**config.mk**
```make
export PLATFORM = sky130hd
export DESIGN_NAME = param_matrix_multiplier
export DESIGN_NICKNAME = d
export VERILOG_FILES = /design/src/rtl/matmul_pkg.sv /design/src/rtl/matmul_mac_unit.sv /design/src/rtl/param_matrix_multiplier.sv
export SDC_FILE = /design/constraint.sdc
export NUM_CORES = 1
export LEC_CHECK = 0
export CAP_MARGIN = 20
export CELL_PAD_IN_SITES_DETAIL_PLACEMENT = 1
export CELL_PAD_IN_SITES_GLOBAL_PLACEMENT = 1
export CORE_MARGIN = 3
export CORE_UTILIZATION = 31
export DETAILED_ROUTE_END_ITERATION = 7
export HOLD_SLACK_MARGIN = 0.12
export PLACE_DENSITY_LB_ADDON = 0.1
export SYNTH_ARGS = -nofsm -noshare
export SYNTH_HDL_FRONTEND = slang
export SYNTH_HIERARCHICAL = 1
export SYNTH_SLANG_ARGS = --single-unit
```
**constraint.sdc**
```tcl
create_clock -name clk -period 8.1 [get_ports clk]
set_input_delay 1.62 -clock clk [delete_from_list [all_inputs] [get_ports clk]]
set_output_delay 1.62 -clock clk [all_outputs]
set_load 0.02 [all_outputs]
```
**src/rtl/matmul_pkg.sv**
```systemverilog
// Shared types and helpers for the sequential matrix multiplier: FSM states,
// index/accumulator width helpers and the signed saturation used by the MAC unit.
package matmul_pkg;

    typedef enum logic [1:0] {IDLE, MAC, OUT, DONE} state_t;

    localparam int SAT_W = 128;

    // A dimension of 1 still needs a 1-bit port, so index widths never collapse to 0.
    function automatic int idx_w(input int n);
        return (n > 1) ? $clog2(n) : 1;
    endfunction

    function automatic int acc_width(input int dw, input int k);
        return 2 * dw + $clog2(k) + 1;
    endfunction

    function automatic logic signed [SAT_W-1:0] sat_narrow(input logic signed [SAT_W-1:0] acc,
                                                            input int dw);
        logic signed [SAT_W-1:0] one;
        logic signed [SAT_W-1:0] hi;
        logic signed [SAT_W-1:0] lo;
        one = 1;
        hi  = (one <<< (dw - 1)) - one;
        lo  = -hi - one;
        if (acc > hi)
            return hi;
        if (acc < lo)
            return lo;
        return acc;
    endfunction

endpackage

```
**src/rtl/matmul_mac_unit.sv**
```systemverilog
// Signed multiply-accumulate with an ACC_W accumulator and the narrowing output stage.
// Narrowing wraps by default; defining PARAM_MATMUL_SATURATE_EN makes it saturate.
module matmul_mac_unit
    import matmul_pkg::*;
#(
    parameter int DW = 32,
    parameter int K  = 4,
    localparam int ACC_W = acc_width(DW, K)
) (
    input  logic          clk,
    input  logic          rst,
    input  logic          clear,
    input  logic          en,
    input  logic [DW-1:0] a,
    input  logic [DW-1:0] b,
    output logic [DW-1:0] z
);

    logic signed [2*DW-1:0]  prod;
    logic signed [ACC_W-1:0] prod_ext;
    logic signed [ACC_W-1:0] acc;

    assign prod     = $signed(a) * $signed(b);
    assign prod_ext = {{(ACC_W - 2 * DW){prod[2*DW-1]}}, prod};

    always_ff @(posedge clk) begin
        if (rst)
            acc <= '0;
        else if (clear)
            acc <= '0;
        else if (en)
            acc <= acc + prod_ext;
    end

`ifdef PARAM_MATMUL_SATURATE_EN
    logic signed [SAT_W-1:0] acc_wide;

    assign acc_wide = {{(SAT_W - ACC_W){acc[ACC_W-1]}}, acc};
    assign z        = DW'(sat_narrow(acc_wide, DW));
`else
    assign z = acc[DW-1:0];
`endif

endmodule

```
**src/rtl/param_matrix_multiplier.sv**
```systemverilog
// Sequential Z = A x B (MxK times KxN): fetches one operand pair per cycle, emits
// results row-major over z_stb/z_ack. Optional saturation: PARAM_MATMUL_SATURATE_EN.
module param_matrix_multiplier
    import matmul_pkg::*;
#(
    parameter int M  = 4,
    parameter int K  = 4,
    parameter int N  = 4,
    parameter int DW = 32,
    localparam int MW = idx_w(M),
    localparam int KW = idx_w(K),
    localparam int NW = idx_w(N)
) (
    input  logic          clk,
    input  logic          rst,
    input  logic          start,
    input  logic [DW-1:0] a_in,
    input  logic [DW-1:0] b_in,
    output logic [MW-1:0] a_i,
    output logic [KW-1:0] a_j,
    output logic [KW-1:0] b_i,
    output logic [NW-1:0] b_j,
    output logic [DW-1:0] z_out,
    output logic [MW-1:0] z_i,
    output logic [NW-1:0] z_j,
    output logic          z_stb,
    input  logic          z_ack,
    output logic          done
);

    localparam logic [MW-1:0] M_LAST = MW'(M - 1);
    localparam logic [KW-1:0] K_LAST = KW'(K - 1);
    localparam logic [NW-1:0] N_LAST = NW'(N - 1);

    state_t        state;
    logic [MW-1:0] row;
    logic [KW-1:0] k;
    logic [NW-1:0] col;
    logic          xfer;
    logic          acc_clear;
    logic          acc_en;

    assign xfer      = (state == OUT) && z_stb && z_ack;
    assign acc_clear = ((state == IDLE) && start) || xfer;
    assign acc_en    = (state == MAC);

    assign a_i = row;
    assign a_j = k;
    assign b_i = k;
    assign b_j = col;
    assign z_i = row;
    assign z_j = col;

    matmul_mac_unit #(
        .DW (DW),
        .K  (K)
    ) u_mac (
        .clk   (clk),
        .rst   (rst),
        .clear (acc_clear),
        .en    (acc_en),
        .a     (a_in),
        .b     (b_in),
        .z     (z_out)
    );

    // Ack only counts while z_stb is high, so a late/trailing ack cannot skip an element.
    always_ff @(posedge clk) begin
        if (rst) begin
            state <= IDLE;
            row   <= '0;
            k     <= '0;
            col   <= '0;
            z_stb <= 1'b0;
            done  <= 1'b0;
        end else begin
            case (state)
                IDLE: begin
                    if (start) begin
                        row   <= '0;
                        k     <= '0;
                        col   <= '0;
                        state <= MAC;
                    end
                end
                MAC: begin
                    if (k == K_LAST) begin
                        k     <= '0;
                        z_stb <= 1'b1;
                        state <= OUT;
                    end else begin
                        k <= k + 1'b1;
                    end
                end
                OUT: begin
                    if (xfer) begin
                        z_stb <= 1'b0;
                        k     <= '0;
                        if (col == N_LAST) begin
                            col <= '0;
                            if (row == M_LAST) begin
                                done  <= 1'b1;
                                state <= DONE;
                            end else begin
                                row   <= row + 1'b1;
                                state <= MAC;
                            end
                        end else begin
                            col   <= col + 1'b1;
                            state <= MAC;
                        end
                    end
                end
                DONE: begin
                    if (!start) begin
                        done  <= 1'b0;
                        state <= IDLE;
                    end
                end
                default: state <= IDLE;
            endcase
        end
    end

endmodule
```
### After elaboration in Yosys (flattened, before gate mapping)

Index checks and enable logic that the tools add are counted.
Widths: inputs -> output; s select.

* register bits: 77
* latch bits: 0
* RAM bits: 0
* memory bits (read-only): 0
* input port bits: 68
* output and inout bits: 46
* logic and storage cells: 67
* memories kept: 0

* add/subtract/negate cells: 4
* multiply operators: 1
* div/mod/pow operators: 0
* order comparisons: 0
* equal/unequal tests: 13
* shifts and indexed selects: 0
* mux-type cells: 26
* bitwise operators: 0
* reductions and logical operators: 16

Operators by type and width (number)
* $add 67x64->67: 1
* $mul 32x32->64: 1
* $mux 2: 14
* $eq 2x2->1 const B: 5
* $reduce_and 5->1: 2
* $reduce_and 3->1: 3
* $ne 2x2->1 const B: 4
* $pmux 2 s2: 2
* $pmux 2 s4: 1
* $add 2x1->2 const B: 3
* $mux 1: 6
* $ne 2x1->1 const B: 3
* $pmux 2 s3: 1
* $reduce_bool 2->1: 3
* $pmux 1 s2: 2
* $reduce_and 4->1: 1
* $logic_and 1x1->1: 3
* $reduce_bool 3->1: 1
* $eq 2x1->1 const B: 1
* $logic_not 2->1: 1
* $reduce_or 2->1: 1
* $logic_or 1x1->1: 1

### Depth between registers and ports, before layout

* word-level depth: 5
* gate-level depth with buffers: 27
* depth with buffers taken out: 25

### Cells and area by module

The synthesis kept the hierarchy.

Modules (own cells, without submodules)
* matmul_mac_unit: times used 1, cells each 2042, area an instance 18405.2 µm², seq. area each 640.6 µm²
* param_matrix_multiplier: times used 1, cells each 77, area an instance 661.9 µm², seq. area each 200.2 µm²

### Worst setup path after synthesis

Ideal clock, no wire load.

* kind: input to register
* start point: input port b_in[3]
* end point: register u_mac.acc[31]
* library setup time: 0.079 ns
* data arrival time: 8.190 ns
* data required time: 8.021 ns
* slack: -0.169 ns
* stages: 25
* path buffers: 2
* cell sequence: clkbuf_1 > clkbuf_1 > and2_1 > fa_1 > fa_1 > inv_1 > fa_1 > fa_1 > fa_1 > fa_1 > inv_1 > fa_1 > inv_1 > fa_1 > inv_1 > ha_1 > and4_4 > and3_4 > and2_4 > a22oi_2 > a311oi_2 > a311oi_1 > o21a_1 > xnor2_1 > a211oi_2

* cells in the longest elaborated chain, start to end: 2

Ends and longest elaborated chain
* start, declared: RTL line param_matrix_multiplier.sv:18 `input logic [DW-1:0] b_in,`
* $mul 32x32->64: RTL line matmul_mac_unit.sv:23 `assign prod = $signed(a) * $signed(b);`
* $add 67x64->67: RTL line matmul_mac_unit.sv:32 `acc <= acc + prod_ext;`
* end signal, assigned: RTL line matmul_mac_unit.sv:32
* end, declared: RTL line matmul_mac_unit.sv:21 `logic signed [ACC_W-1:0] acc;`

Every way passes these cells.
A chain may end at the register's enable or synchronous reset.

### Final worst setup path

* start point: input port a_in[12]
* end point: register u_mac.acc[31]

* cells in the longest elaborated chain, start to end: 2

Ends and longest elaborated chain
* start, declared: RTL line param_matrix_multiplier.sv:17 `input logic [DW-1:0] a_in,`
* $mul 32x32->64: RTL line matmul_mac_unit.sv:23
* $add 67x64->67: RTL line matmul_mac_unit.sv:32

Every way passes these cells.

==> impl_metrics.py <==
metrics = {
    "grt": {
        "grt_pass1_vias": 17229,
        "grt-ovfl-total": 0,
        "grt_pass1_wl_microns": 106000,
        "antenna_found_initial": 10,
        "grt_max_degree": 34,
        "grt.total_usage": 0.220,
    },
    "setup_path": {
        "crit_fanout": 6,
        "required_ps": 8320,
        "path_common_cell": "fa_1",
        "crit_family": "adder cells",
        "reg2reg_depth": 22,
        "arrival_ps": 8290,
        "endpoint_kind": "register",
        "reg2reg_to": "u_mac/acc[31]",
        "slowest_delay_ps": 570,
        "cp_num_buf_inv": 6,
        "critPathKind": "input pin to register",
        "reg2reg_setup_slack_ps": 1150,
        "r2r-start": "u_mac/acc[21]",
        "startpoint_type": "input pin",
        "critical_path.slowest_cell": "fa_1",
    },
    "final_layout": {
        "drive_gt1_frac": 0.244,
        "utilization": 0.415,
        "area_growth_pct": 31.9,
        "nets": 3123,
    },
    "route": {
        "wl_per_cell_microns": 21.4,
        "dr.max_layer_used": "met5",
        "routed-via-count": 14920,
        "route.met3.wl_microns": 2350,
        "drt-pass1-iter-count": 5,
        "drtIter0Drc": 557,
        "met2_length_microns": 33500,
        "vias_per_cell": 4.60,
        "wl_met1_microns": 32500,
        "drtAntennaViolNets": 0,
        "drc": 0,
        "routed_wl_microns": 69500,
    },
    "clocking": {
        "insertion_delay_ps": 300,
        "clock_path_buffers": 2,
        "htreeDepth": 2,
        "clkSinkCount": 42,
        "numCtsBuffers": 5,
        "cts_tree": "built",
        "postCtsHoldBufs": 0,
        "path_clk_slew_ps": 70,
        "cts-root-buf": "clkbuf_16",
    },
    "sta": {
        "rsz0062_at_grt": "yes",
        "min_period_over_period": 0.996,
        "fin_crit_ps": 8070,
        "fmax_ghz": 0.124,
        "whs_ps": 478,
        "setup_viol": 0,
        "slew_violations": 0,
        "final_hold_viol_count": 0,
        "fin_worst_skew_ps": 7.80,
        "slew-limit-headroom": 0.468,
        "tightest_slew_ps": 798,
    },
    "yosys": {
        "yosysWarnings": 6,
        "synth_nets": 2784,
        "avgSynthCellArea_sq_um": 9.00,
        "synthCells": 2119,
        "synth_edf_count": 0,
        "synth_area_sq_mm": 0.0191,
        "synth-seq-cells": 42,
        "synth-seq-area-share": 0.0441,
        "ys.flop_type": "dfxtp_1",
        "synth.distinct_cells": 61,
        "synthArstFlopShare": 0,
    },
    "floorplanning": {
        "fp-row-count": 90,
        "dieArea_sq_mm": 0.0645,
        "io_pins": 114,
        "initial_core_util": 0.315,
        "die_h_microns": 254,
        "coreArea_sq_mm": 0.0606,
        "die_x_microns": 254,
    },
    "worst_hold_path": {
        "holdCritPathClass": "register to register",
        "holdPathStages": 2,
        "min_from": "done",
        "worstHoldEndpoint": "done",
    },
    "place": {
        "dpl.hpwl_microns": 56000,
        "routabilityCongestion": 0.815,
        "portBuffers": 113,
    },
    "status": {
        "status": "complete, no violations",
    },
    "job": {
        "maxCapViolCount": 0,
    },
}
==> layout by cell type (no fill, tap or decap), types with 11 or more instances in the layout <==
| cell type | count |
|---|---|
| inv_2 | 53 |
| ha_4 | 24 |
| dfxtp_1 | 42 |
| nand2_1 | 230 |
| xor2_1 | 14 |
| and2_1 | 267 |
| buf_4 | 222 |
| mux2i_1 | 24 |
| buf_6 | 41 |
| and2_4 | 42 |
| a21oi_1 | 18 |
| xnor2_1 | 68 |
| clkdlybuf4s50_1 | 63 |
| fa_1 | 374 |
| buf_12 | 40 |
| buf_8 | 12 |
| fa_2 | 64 |
| ha_1 | 132 |
| dlygate4sd2_1 | 11 |
| inv_1 | 475 |
| a21o_1 | 21 |
| nor2_1 | 39 |
==> state kept, by name, indices dropped and copies added, names as in the netlist <==
name and flops:
z_stb 1, state 2, b_j 2, a_j 2, done 1, u_mac/acc 32, a_i 2
==> cells in the mapped netlist, drive strengths merged, types with 3 or more instances <==
master | n | share of area
o21ai | 15 | 0.0039
nor2 | 40 | 0.0079
and3 | 5 | 0.0019
nand2b | 7 | 0.0023
o21a | 6 | 0.0024
or3 | 7 | 0.0023
fa | 438 | 0.46
xnor2 | 71 | 0.033
and2 | 309 | 0.10
dfxtp | 42 | 0.044
ha | 159 | 0.10
clkbuf | 82 | 0.016
inv | 528 | 0.10
nor3 | 5 | 0.0013
xor2 | 17 | 0.0078
nand4 | 4 | 0.0013
a211oi | 4 | 0.0021
buf | 19 | 0.0060
a21o | 21 | 0.0083
nand3 | 5 | 0.0013
nor2b | 3 | 0.00098
mux2i | 24 | 0.013
a21oi | 30 | 0.0083
o21bai | 7 | 0.0028
nand2 | 236 | 0.046
a31oi | 4 | 0.0013
==> worst reg2reg max path, stage by stage (launching register included) <==
cell	delay [ps]
dfxtp_1	520
inv_1	110
fa_1	520
fa_1	600
fa_1	470
fa_1	520
inv_2	40
fa_1	480
fa_1	540
fa_1	500
inv_1	50
fa_1	490
inv_2	50
ha_4	250
and4_4	220
and3_4	180
and2_4	130
a22oi_2	70
a311oi_4	380
a311oi_2	160
o21a_1	230
xnor2_2	150
a211oi_2	210
==> through the flow <==
stage          instance area (sq um)  setup TNS [ps]  std cells  worst slack (ps)
4_1_cts                        24500           -20.5       3227             -20.5
3_5_place_dp                   23000          -10240       3150              -887
6_report                       25200               0       3244              30.9
3_3_place_gp                   23000           -9230       3150              -809
5_1_grt                        25100            -443       3241              -128
2_1_floorplan                  19100               0       2119              2.40
==> worst max-delay path by stage <==
| stage | from | to | cells after the start |
|---|---|---|---|
| 5_1_grt | a_in[8] | u_mac/acc[29] | 28 |
| 3_3_place_gp | a_in[16] | u_mac/acc[31] | 24 |
| 3_5_place_dp | a_in[17] | u_mac/acc[31] | 24 |
| 2_1_floorplan | b_in[3] | u_mac/acc[31] | 25 |
| 4_1_cts | a_in[16] | u_mac/acc[31] | 25 |
| 6_report | a_in[12] | u_mac/acc[31] | 25 |
==> layer usage <==
layer / GRT usage / up-vias
met3: 0.0215 / 39
met1: 0.312 / 7856
met5: 0 / -
met2: 0.379 / 214
li1: - / 6809
met4: 0.0218 / 2
==> what timing repair did <==
item | in CTS | in global routing
buffers inserted | 55 | 19
cloned | 16 | 5
pin swaps | 133 | 132
setup endpoints to repair | 16 | 12
resized for setup | 283 | 215
==> cell families after synthesis <==
group | share of synthesized area
fa+ha+maj | 0.564
flops | 0.0441
mux | 0.0132
xor+xnor | 0.0408
buf+inv | 0.126
compound gates | 0.0400
simple gates | 0.172
==> final cells by class <==
type | instances | area [sq um]
fill | 6926 | 35400
multi-input combinational | 1448 | 16600
timing repair buffer | 433 | 4560
inverter | 528 | 1980
tap | 782 | 978
sequential | 42 | 841
clock buffer | 5 | 125
clock inverter | 3 | 23.8
antenna | 3 | 7.51
Power is not shown: default switching activity piles up to over one toggle a cycle in this logic, so the estimate is an artifact.
